**src/rtl/mem_access_arbiter.sv**
```systemverilog
// Arbiter/sequencer for the single-port data RAM shared by instruction fetch and load/store.
// Data accesses win arbitration; a starvation counter forces a fetch grant after STARVE_LIMIT data grants.
module mem_access_arbiter #(
    parameter int RAM_LATENCY  = 1,
    parameter int STARVE_LIMIT = 3
) (
    input  logic        clk,
    input  logic        reset,
    input  logic        fetch_req,
    input  logic [7:0]  fetch_addr,
    output logic        fetch_ack,
    output logic [31:0] fetch_data,
    input  logic        mem_req,
    input  logic        mem_rw,
    input  logic [15:0] mem_addr,
    input  logic [31:0] mem_wdata,
    output logic        mem_ack,
    output logic [31:0] mem_rdata,
    output logic        ram_en,
    output logic        ram_rw_flag,
    output logic [15:0] ram_addr,
    output logic [31:0] ram_wdata,
    input  logic [31:0] ram_rdata,
    output logic        busy
);

    typedef enum logic [1:0] {
        S_IDLE,
        S_ISSUE,
        S_WAIT,
        S_RESP
    } state_t;

    state_t      state;
    logic        owner_fetch;
    logic [3:0]  starve_cnt;
    logic [2:0]  lat_cnt;
    logic        grant_mem;
    logic        grant_fetch;

    assign grant_mem   = mem_req && (!fetch_req || (starve_cnt < 4'(STARVE_LIMIT)));
    assign grant_fetch = fetch_req && !grant_mem;
    assign busy        = (state != S_IDLE);

    always_ff @(posedge clk) begin
        if (reset) begin
            state       <= S_IDLE;
            owner_fetch <= 1'b0;
            starve_cnt  <= '0;
            lat_cnt     <= '0;
            ram_en      <= 1'b0;
            ram_rw_flag <= 1'b0;
            ram_addr    <= '0;
            ram_wdata   <= '0;
            fetch_ack   <= 1'b0;
            fetch_data  <= '0;
            mem_ack     <= 1'b0;
            mem_rdata   <= '0;
        end else begin
            // Strobes are single-cycle; each state re-asserts what it needs.
            ram_en    <= 1'b0;
            fetch_ack <= 1'b0;
            mem_ack   <= 1'b0;
            case (state)
                S_IDLE: begin
                    if (grant_mem) begin
                        owner_fetch <= 1'b0;
                        ram_addr    <= mem_addr;
                        ram_rw_flag <= mem_rw;
                        ram_wdata   <= mem_wdata;
                        ram_en      <= 1'b1;
                        state       <= S_ISSUE;
                        if (!fetch_req)
                            starve_cnt <= '0;
                        else if (starve_cnt < 4'(STARVE_LIMIT))
                            starve_cnt <= starve_cnt + 4'd1;
                    end else if (grant_fetch) begin
                        owner_fetch <= 1'b1;
                        ram_addr    <= {8'h00, fetch_addr};
                        ram_rw_flag <= 1'b0;
                        ram_en      <= 1'b1;
                        starve_cnt  <= '0;
                        state       <= S_ISSUE;
                    end
                end
                S_ISSUE: begin
                    // Writes complete at issue; only a data requester can write.
                    if (ram_rw_flag) begin
                        mem_ack <= 1'b1;
                        state   <= S_RESP;
                    end else begin
                        lat_cnt <= 3'd1;
                        state   <= S_WAIT;
                    end
                end
                S_WAIT: begin
                    if (lat_cnt == 3'(RAM_LATENCY)) begin
                        lat_cnt <= '0;
                        state   <= S_RESP;
                        if (owner_fetch) begin
                            fetch_data <= ram_rdata;
                            fetch_ack  <= 1'b1;
                        end else begin
                            mem_rdata <= ram_rdata;
                            mem_ack   <= 1'b1;
                        end
                    end else begin
                        lat_cnt <= lat_cnt + 3'd1;
                    end
                end
                S_RESP: begin
                    state <= S_IDLE;
                end
                default: state <= S_IDLE;
            endcase
        end
    end

endmodule

```
**config.mk**
```make
export PLATFORM = sky130hd
export DESIGN_NAME = mem_access_arbiter
export DESIGN_NICKNAME = d
export VERILOG_FILES = /design/src/rtl/mem_access_arbiter.sv
export SDC_FILE = /design/constraint.sdc
export NUM_CORES = 1
export LEC_CHECK = 0
export ABC_AREA = 0
export CAP_MARGIN = 20
export CORE_MARGIN = 4
export CORE_UTILIZATION = 52
export CTS_CLUSTER_SIZE = 20
export DETAILED_ROUTE_END_ITERATION = 7
export DONT_BUFFER_PORTS = 1
export PLACE_DENSITY = 0.7
export SYNTH_ARGS = -nofsm -noshare
export SYNTH_HDL_FRONTEND = slang
export SYNTH_SLANG_ARGS = --single-unit
```
**constraint.sdc**
```tcl
create_clock -name clk -period 3.2 [get_ports clk]
set_input_delay 0.32 -clock clk [delete_from_list [all_inputs] [get_ports clk]]
set_output_delay 0.32 -clock clk [all_outputs]
set_load 0.01 [all_outputs]
```
==> out/qor.txt, run 1 <==
Crit path max-delay cell type -> nand4bb_2
Startpoint types -> flop
Number of remaining DRC errors -> 0
Top layer in use -> met4
Ports -> 210
Area of the mapped netlist -> 0.00503 mm²
Crit path max fanout -> 45
Worst Tran Pin Value -> 0.955 ns
RSZ-0062 raised after global routing -> false
Critical Path Source -> state[0]
Die height -> 106 µm
Share of cells above drive strength 1 -> 7.38%
Relative slew slack -> 36.4%
FP Rows -> 35
Starting DRT DRC Count -> 405
Setup Buffers After CTS -> 0
Post-Synthesis Net Count -> 684
Commonest non-fill, non-tap cell in the layout -> dfxtp_1
GRT Util Overall -> 24.9%
Clk slew on worst S/H paths -> 0.06 ns
Required @ worst endpoint -> 3.55 ns
Clock sink count -> 126
Starting density of the core -> 53.9%
Post-CTS Resized -> 0
Max cap viols -> 0
Synth Area in Simple Gates -> 14.7%
Die Span X -> 106 µm
Outcome -> complete, no violations
Setup TNS -> 0 ns
Ys flop type -> dfxtp_1
Clock Path Buffers -> 2
Slew Limit Fails -> 0
Share of Yosys cell area claimed by the top area cell type -> 50.1%
Power density cells -> 764 mW/mm²
Hpwl dp -> 8.30 mm
Die area -> 0.0113 mm²
Fin crit share -> 78.3%
CTS H-tree depth -> 4
Critical path's top delay family -> simple AND/OR/NAND/NOR gates
Area growth syn-to-layout -> 29.3%
Largest net degree at the start of global routing -> 125
Met2 WL -> 7.53 mm
Tmin final -> 2.51 ns
Synth Instances -> 586
FF+latch count, synth -> 126
Fin cells -> 779
GP Congestion -> 0.739
Initial antenna violation count -> 0
Mux share of post-synthesis cell area -> 0.199%
Reg-to-Reg End -> fetch_data[28]
Avg Cell Area, Syn -> 8.59 µm²
Global-route wire length before repair -> 23.1 mm
Flop-to-flop setup slack -> 0.69 ns
Register area share after synthesis -> 50.1%
Most frequent cells in the layout -> dfxtp_1 (125), nand3_1 (105), a21oi_1 (99), dlygate4sd3_1 (87), o21ai_0 (75)
Post-Synth XOR/XNOR Area -> 0%
Worst VDD drop -> 0.368 mV
Cells after DPL -> 659
Leakage -> 2.27 nW
Critical path depth -> 6
R2r worst-path depth -> 6
Final hold violations -> 0
R2r startpoint -> state[0]
WL final -> 14.8 mm
Antenna viol nets, final -> 0
Vias -> 4873
DR vias/cell -> 6.26
Latest clock arrival within the worst-skew pair -> 0.50 ns
Core area -> 0.00933 mm²
Data arrival, critical path -> 2.86 ns
Compound-cell area share of the yosys netlist -> 27.5%
Met3 wire len -> 1.41 mm
Critical Path Sink -> fetch_data[28]
Warnings, synthesis -> 0
Buffers added on ports -> 0
Adder-Cell Fraction of Synth Area -> 1.24%
Post-synthesis cell type count -> 37
Top post-synthesis cells by area -> dfxtp_1 (50%), nand3_1 (10%), a21oi_1 (9.8%)
Post-synth EDFFs -> 0
Post-synth ARST share -> 0%
Max Freq -> 0.399 GHz
Layout Skew -> 0.00890 ns
Wire per inst -> 19.0 µm
HP Class -> input pin to flop
Finish-stage setup viols -> 0
Number of global-route vias before repair -> 4482
Critical path type -> flop to flop
Post-route total power -> 4.97 mW
Diodes inserted -> 0
DRT Pass-1 Iters -> 5
Final core utilization -> 69.8%
Met1 wire length -> 5.57 mm
CP max stage delay -> 0.79 ns
Remaining global-route overflow -> 0
Crit-path cells -> inv_1 > ha_1 > nand4bb_2 > buf_4 > o21ai_0 > a21oi_1
Synth area leader -> dfxtp_1
CTS tree -> yes
Layout Nets -> 735
TritonCTS buffer count -> 17
Worst Path Buf+Inv -> 2
Root buffer selected by CTS -> clkbuf_8
Crit. End Element -> flop
Largest family of logic cells by synthesized area -> compound AO/OA/AOI/OAI gates
worst min-delay path by stage:
stage / end / depth (start not counted) / startpoint
2_1_floorplan: starve_cnt[1] / 2 / starve_cnt[1]
3_3_place_gp: ram_wdata[10] / 1 / reset
3_5_place_dp: fetch_data[24] / 1 / reset
4_1_cts: ram_addr[4] / 2 / mem_addr[4]
5_1_grt: state[1] / 2 / reset
6_report: state[1] / 2 / reset
cells by family after synthesis:
| logic type | after synthesis |
|---|---|
| DFF | 126 |
| buffers and inverters | 72 |
| AOI/OAI and AO/OA | 236 |
| and+or+nand+nor | 146 |
| adders and majority gates | 5 |
| muxes | 1 |
where the power goes:
group	switching [mW]	total, mW	internal [mW]
clock	0.705	1.94	1.23
combinational	0.691	1.08	0.386
sequential	0.211	1.96	1.75
total	1.61	4.97	3.37
through the flow:
stage	setup WS [ns]	instance area (µm²)	hold slack, ns
6_report	0.695	6510	0.0326
4_1_cts	0.746	6510	0.00137
3_3_place_gp	0.877	5000	0.399
3_5_place_dp	0.771	5000	0.400
5_1_grt	0.420	6510	0.0129
2_1_floorplan	1.69	5030	0.458
final cells by class:
cell class	instances	area, µm²
Fill cell	698	2820
Inverter	5	18.8
Timing Repair Buffer	99	993
Sequential cell	126	2520
Multi-Input combinational cell	388	2200
Clock inverter	12	160
Tap cell	129	161
Clock buffer	20	445
cell usage after synthesis (all sizes together), types with 3 or more instances:
cell type and number:
nand3 105, buf 19, clkbuf 48, a21oi 99, a311oi 8, nor2 23
o21ai 75, a32oi 11, o31ai 33, nand2b 3, ha 5, dfxtp 126
inv 5
sequential cells by signal, summed over array words and instances (netlist names), 2 cells and up:
signal	cells
state	2
mem_rdata	32
ram_wdata	32
lat_cnt	3
fetch_data	32
starve_cnt	4
ram_addr	16
worst reg2reg max path, cell delays in order (launching register included):
cell and delay, ns:
dfxtp_1 0.33, inv_1 0.13, ha_1 0.35, nand4bb_2 0.79
buf_4 0.49, o21ai_0 0.17, a21oi_1 0.10
timing repair:
item | CTS | global route
hold buffers | 88 | 0
endpoints found under the hold margin | 124 | 0
endpoints found under the setup margin | 0 | 0
metal layers:
layer  global-route usage, %  up-vias
met5                       0        -
met4                    9.34        0
met3                    7.83       32
li1                        -     2258
met1                    29.3     2324
met2                    42.4      259
(Power assumes the default switching activity.)
==> run 2, diff against run 1 <==
--- a/config.mk
+++ b/config.mk
@@ -5,14 +5,14 @@
 export SDC_FILE = /design/constraint.sdc
 export NUM_CORES = 1
 export LEC_CHECK = 0
-export ABC_AREA = 0
+export ABC_AREA = 1
 export CAP_MARGIN = 20
 export CORE_MARGIN = 4
 export CORE_UTILIZATION = 52
 export CTS_CLUSTER_SIZE = 20
 export DETAILED_ROUTE_END_ITERATION = 7
 export DONT_BUFFER_PORTS = 1
-export PLACE_DENSITY = 0.7
+export PLACE_DENSITY = 0.73
 export SYNTH_ARGS = -nofsm -noshare
 export SYNTH_HDL_FRONTEND = slang
 export SYNTH_SLANG_ARGS = --single-unit
==> constraint.sdc (replaced) <==
create_clock -name clk -period 2 [get_ports clk]
set_input_delay 0.2 -clock clk [delete_from_list [all_inputs] [get_ports clk]]
set_output_delay 0.2 -clock clk [all_outputs]
set_load 0.01 [all_outputs]
==> run 2 against run 1 <==
Effect of this change:
- clock power rose by 61%
- critical path depth fell by 1
- sequential share of layout area down 2.2 points
- area after synthesis is 5.7% higher
- count of clock-buffer cells in the layout rose by 1
- register-to-register slack worse by 0.37 ns
- synthesized cell count up 37%
- critical endpoint is now mem_rdata[22]
- largest power group unchanged
==> out/qor.txt, run 2 <==
Outcome -> complete, no violations
Synth area leader -> dfxtp_1
Synth Area in Simple Gates -> 36.3%
Worst Tran Pin Value -> 0.957 ns
Warnings, synthesis -> 0
R2r worst-path depth -> 7
Avg Cell Area, Syn -> 6.62 µm²
Tmin final -> 1.93 ns
RSZ-0062 raised after global routing -> false
WL final -> 14.4 mm
Post-Synth XOR/XNOR Area -> 0.329%
Wire per inst -> 13.9 µm
Crit-path cells -> dlygate4sd3_1 > inv_2 > buf_4 > nand2_1 > nor2_1
Latest clock arrival within the worst-skew pair -> 0.51 ns
Vias -> 4983
Fin crit share -> 96.4%
FP Rows -> 36
CTS H-tree depth -> 4
Layout Nets -> 984
Commonest non-fill, non-tap cell in the layout -> nand2_1
Data arrival, critical path -> 2.33 ns
Antenna viol nets, final -> 0
Post-Synthesis Net Count -> 902
Adder-Cell Fraction of Synth Area -> 1.18%
Post-route total power -> 8.47 mW
Starting density of the core -> 53.9%
CP max stage delay -> 1.17 ns
Final hold violations -> 0
Root buffer selected by CTS -> clkbuf_8
Setup Buffers After CTS -> 0
Slew Limit Fails -> 0
Crit path max-delay cell type -> dlygate4sd3_1
Compound-cell area share of the yosys netlist -> 1.98%
Clk slew on worst S/H paths -> 0.06 ns
Number of remaining DRC errors -> 0
HP Class -> input pin to flop
Share of Yosys cell area claimed by the top area cell type -> 47.4%
Reg area -> 0.00252 mm²
Max Freq -> 0.518 GHz
Global-route wire length before repair -> 22.5 mm
Worst VDD drop -> 0.835 mV
Critical path type -> input pin to flop
Area of the mapped netlist -> 0.00532 mm²
Largest regs -> fetch_data: 32 flops, mem_rdata: 32 flops, ram_wdata: 32 flops
Synth Instances -> 804
Fillers -> 753
Post-synthesis cell type count -> 19
Number of global-route vias before repair -> 4760
Starting DRT DRC Count -> 450
Remaining global-route overflow -> 0
Die height -> 109 µm
Crit. End Element -> flop
GP Congestion -> 0.728
Share of cells above drive strength 1 -> 5.57%
GRT Util Overall -> 24.0%
Worst Path Buf+Inv -> 3
Required @ worst endpoint -> 2.40 ns
Die Span X -> 109 µm
Multi-input gate area -> 0.00212 mm²
Core area -> 0.00986 mm²
Area growth syn-to-layout -> 29.8%
WHS Path Cells -> 5
CTS tree -> yes
FF+latch count, synth -> 126
DRT Pass-1 Iters -> 8
Ports -> 210
Initial antenna violation count -> 1
Clock sink count -> 126
TritonCTS buffer count -> 17
Max cap viols -> 0
Largest net degree at the start of global routing -> 66
Buffers added on ports -> 0
Post-CTS Resized -> 0
Crit path max fanout -> 29
Largest family of logic cells by synthesized area -> simple AND/OR/NAND/NOR gates
Power density cells -> 1230 mW/mm²
Leakage -> 3.53 nW
Die area -> 0.0119 mm²
Most frequent cells in the layout -> nand2_1 (225), nor2_1 (219), dfxtp_1 (126), inv_1 (116), dlygate4sd3_1 (91)
Startpoint types -> input pin
Post-synth ARST share -> 0%
Finish-stage setup viols -> 0
Critical path depth -> 5
DR vias/cell -> 4.83
Top post-synthesis cells by area -> dfxtp_1 (47%), nand2_1 (16%), nor2_1 (15%)
Hpwl dp -> 8.54 mm
Most common cell in the netlist -> nand2_1
Register area share after synthesis -> 47.4%
Ys flop type -> dfxtp_1
Most frequent cells after synthesis -> nand2_1 (227), nor2_1 (219), dfxtp_1 (126), inv_1 (117), nand3_1 (40)
Relative slew slack -> 36.0%
Clock Path Buffers -> 2
Layout Skew -> 0.00740 ns
Post-synth EDFFs -> 0
Mux share of post-synthesis cell area -> 0%
Critical path's top delay family -> buffers and inverters
Setup TNS -> 0 ns
[run 2: area by class of cell]
type / count / area share [%]
antenna: 1 / 0.0363
tap: 133 / 2.41
inverter: 120 / 6.53
multi-input combinational: 520 / 30.7
sequential: 126 / 36.5
clock inverter: 10 / 2.37
clock buffer: 21 / 6.36
timing repair buffer: 101 / 15.0
[run 2: metrics by stage]
stage          setup WS, ns  cell area, µm²  instances  util, %  hold WS (ns)
6_report             0.0710            6900       1032     70.0        0.0721
5_1_grt              0.0125            6900       1032     70.0        0.0731
4_1_cts               0.142            6900       1031     70.0        0.0352
3_5_place_dp          0.392            5390        909     54.6         0.276
3_3_place_gp          0.457            5390        909     54.6         0.274
2_1_floorplan         0.623            5320        804        -         0.335
[run 2: repair_timing]
item	CTS	global route
setup endpoints to repair	0	0
hold endpoints to repair	122	0
hold buffers	91	0
[run 2: layer usage]
layer | vias to the layer above | share of wire [%] | global-route usage (%)
li1 | 2507 | - | -
met1 | 2190 | 38 | 26.3
met2 | 235 | 49 | 40.2
met3 | 51 | 9.7 | 9.35
met4 | 0 | 3.4 | 12.6
met5 | - | 0 | 0
[run 2: worst register-to-register path: stages, from the launching register on]
cell and delay (ns):
dfxtp_1 0.37, inv_1 0.11, ha_1 0.33, inv_2 0.10, nor2_1 0.05, inv_1 0.32, nand2_1 0.14, a21oi_1 0.18
[run 2: worst paths after layout]
kind	startpoint	endpoint	slack [ns]
min	mem_req	state[0]	0.07
max reg2reg	state[0]	starve_cnt[1]	0.32
min reg2reg	starve_cnt[3]	starve_cnt[3]	0.46
max	reset	mem_rdata[22]	0.07
[run 2: cells by family after synthesis]
family | after synthesis
adder cells (fa/ha/maj) | 5
AND/OR/NAND/NOR | 492
XOR/XNOR | 2
AO/OA/AOI/OAI | 21
flip-flops | 126
buffers and inverters | 158
[run 2: power by group]
part	total, mW	internal, mW	switching, mW
Sequential	3.58	3.00	0.583
Combinational	1.76	0.679	1.08
Clock	3.13	2.05	1.08
Total	8.47	5.73	2.74
==> run 3, diff against run 2 <==
--- a/config.mk
+++ b/config.mk
@@ -12,7 +12,9 @@
 export CTS_CLUSTER_SIZE = 20
 export DETAILED_ROUTE_END_ITERATION = 7
 export DONT_BUFFER_PORTS = 1
-export PLACE_DENSITY = 0.73
+export PLACE_DENSITY = 0.7
+export REMOVE_ABC_BUFFERS = 1
+export SKIP_CTS_REPAIR_TIMING = 1
 export SYNTH_ARGS = -nofsm -noshare
 export SYNTH_HDL_FRONTEND = slang
 export SYNTH_SLANG_ARGS = --single-unit
==> constraint.sdc (replaced) <==
create_clock -name clk -period 2.46 [get_ports clk]
set_input_delay 0.246 -clock clk [delete_from_list [all_inputs] [get_ports clk]]
set_output_delay 0.246 -clock clk [all_outputs]
set_load 0.01 [all_outputs]
==> run 3 against run 2 <==
Effect of this change:
- the flow now finishes with violations (negative hold slack)
- clock power decreased by 21%
- sequential power decreased by 18%
- non-clock buffer count decreased by 14
- critical path depth increased by 5
- worst hold slack got worse by 0.090 ns
- worst setup slack improved by 0.078 ns
- die area unchanged
- final cell count decreased by 1.4%
- register-to-register slack got worse by 0.17 ns
- largest cell class unchanged
- largest power group unchanged
==> out/qor.txt, run 3 (synthesis gave the netlist of run 2 again) <==
Tmin final -> 2.31 ns
Crit. End Element -> flop
Die area -> 0.0119 mm²
WL final -> 13.6 mm
Finish-stage setup viols -> 0
Share of cells above drive strength 1 -> 5.31%
Outcome -> finished with violations
Number of global-route vias before repair -> 4101
Die height -> 109 µm
Failing checks -> negative hold slack
Starting density of the core -> 53.9%
Crit path max fanout -> 18
WHS Path Cells -> 4
GP Congestion -> 0.742
FP Rows -> 36
GRT Util Overall -> 20.2%
Fin crit share -> 93.9%
DR vias/cell -> 4.77
Layout Skew -> 0.00853 ns
Final hold violations -> 4
Critical path type -> flop to flop
Relative slew slack -> 41.4%
Startpoint types -> flop
R2r worst-path depth -> 10
Number of remaining DRC errors -> 0
Hpwl dp -> 8.57 mm
Area growth syn-to-layout -> 26.8%
Global-route wire length before repair -> 19.0 mm
Clk slew on worst S/H paths -> 0.06 ns
Data arrival, critical path -> 2.72 ns
Power density cells -> 997 mW/mm²
HP Class -> input pin to flop
RSZ-0062 raised after global routing -> false
Vias -> 4855
Worst Tran Pin Value -> 0.877 ns
Initial antenna violation count -> 0
Final Hold Slack -> -0.0175 ns
Buffers added on ports -> 0
Max Freq -> 0.433 GHz
Clock Path Buffers -> 2
CTS H-tree depth -> 4
Diodes inserted -> 0
Root buffer selected by CTS -> clkbuf_8
Setup TNS -> 0 ns
Layout Nets -> 970
Latest clock arrival within the worst-skew pair -> 0.51 ns
Die Span X -> 109 µm
DRT Pass-1 Iters -> 5
Core area -> 0.00986 mm²
CTS tree -> yes
Worst VDD drop -> 0.559 mV
TritonCTS buffer count -> 17
Largest net degree at the start of global routing -> 96
Leakage -> 3.45 nW
Remaining global-route overflow -> 0
Antenna viol nets, final -> 0
Starting DRT DRC Count -> 469
Required @ worst endpoint -> 2.87 ns
Largest regs -> fetch_data: 32 flops, mem_rdata: 32 flops, ram_wdata: 32 flops
Wire per inst -> 13.4 µm
Clock sink count -> 126
Most frequent cells in the layout -> nand2_1 (225), nor2_1 (219), dfxtp_1 (126), inv_1 (116), dlygate4sd3_1 (82)
Slew Limit Fails -> 0
Commonest non-fill, non-tap cell in the layout -> nand2_1
Max cap viols -> 0
Ports -> 210
## run 3: changes by cell type in the layout (fill, tap and decap cells not counted)
cell	delta
bufinv_16	-1
diode_2	-1
buf_4	-4
clkinv_2	+2
clkinvlp_4	+3
buf_12	-1
clkbuf_1	-1
clkbuf_8	+1
dlygate4sd3_1	-9
clkinv_4	-3
## run 3: power by group
group / internal, mW / switching, mW / total [mW]
logic: 0.504 / 0.837 / 1.34
clock network: 1.59 / 0.874 / 2.46
registers: 2.44 / 0.481 / 2.92
total: 4.53 / 2.19 / 6.72
## run 3: layout make-up
cell class,count,area [µm²]
Clock inverter,11,140
Inverter,120,450
Sequential cell,126,2520
Multi-Input combinational cell,520,2120
Clock buffer,21,449
Tap cell,133,166
Timing Repair Buffer,87,896
Fill cell,788,3120
## run 3: final timing paths
check,to,start,slack [ns]
hold / removal,ram_addr[3],mem_addr[3],-0.02
setup reg to reg,ram_addr[6],state[0],0.15
hold reg to reg,starve_cnt[2],starve_cnt[2],0.47
setup / recovery,ram_addr[6],state[0],0.15
## run 3: metrics by stage
| stage | utilization (%) | total power, mW | cell area, µm² | setup slack (ns) | cells |
|---|---|---|---|---|---|
| 6_report | 68.4 | 6.72 | 6750 | 0.149 | 1018 |
| 5_1_grt | 68.4 | 7.13 | 6750 | 0.0202 | 1018 |
| 4_1_cts | 60.1 | 6.62 | 5930 | 0.692 | 936 |
| 3_5_place_dp | 54.1 | 4.13 | 5340 | 0.717 | 904 |
| 3_3_place_gp | 54.1 | 4.07 | 5340 | 0.774 | 904 |
| 2_1_floorplan | - | 3.80 | 5090 | 0.0644 | 766 |
## run 3: worst max-delay path: stages (launching register included)
cell           delay [ns]
dfxtp_1              0.34
inv_1                0.13
ha_1                 0.17
buf_4                0.21
inv_2                0.08
nor2_1               0.25
buf_4                0.28
nand3_1              0.11
dlygate4sd3_1        0.56
nand2_1              0.06
inv_1                0.04
## run 3: layer usage
metal | wire length, µm | GRT usage (%) | part of all wire, %
met4 | 272 | 9.20 | 2.0
met1 | 5140 | 22.0 | 38
met5 | 0 | 0 | 0
met2 | 6680 | 32.4 | 49
met3 | 1550 | 10.9 | 11
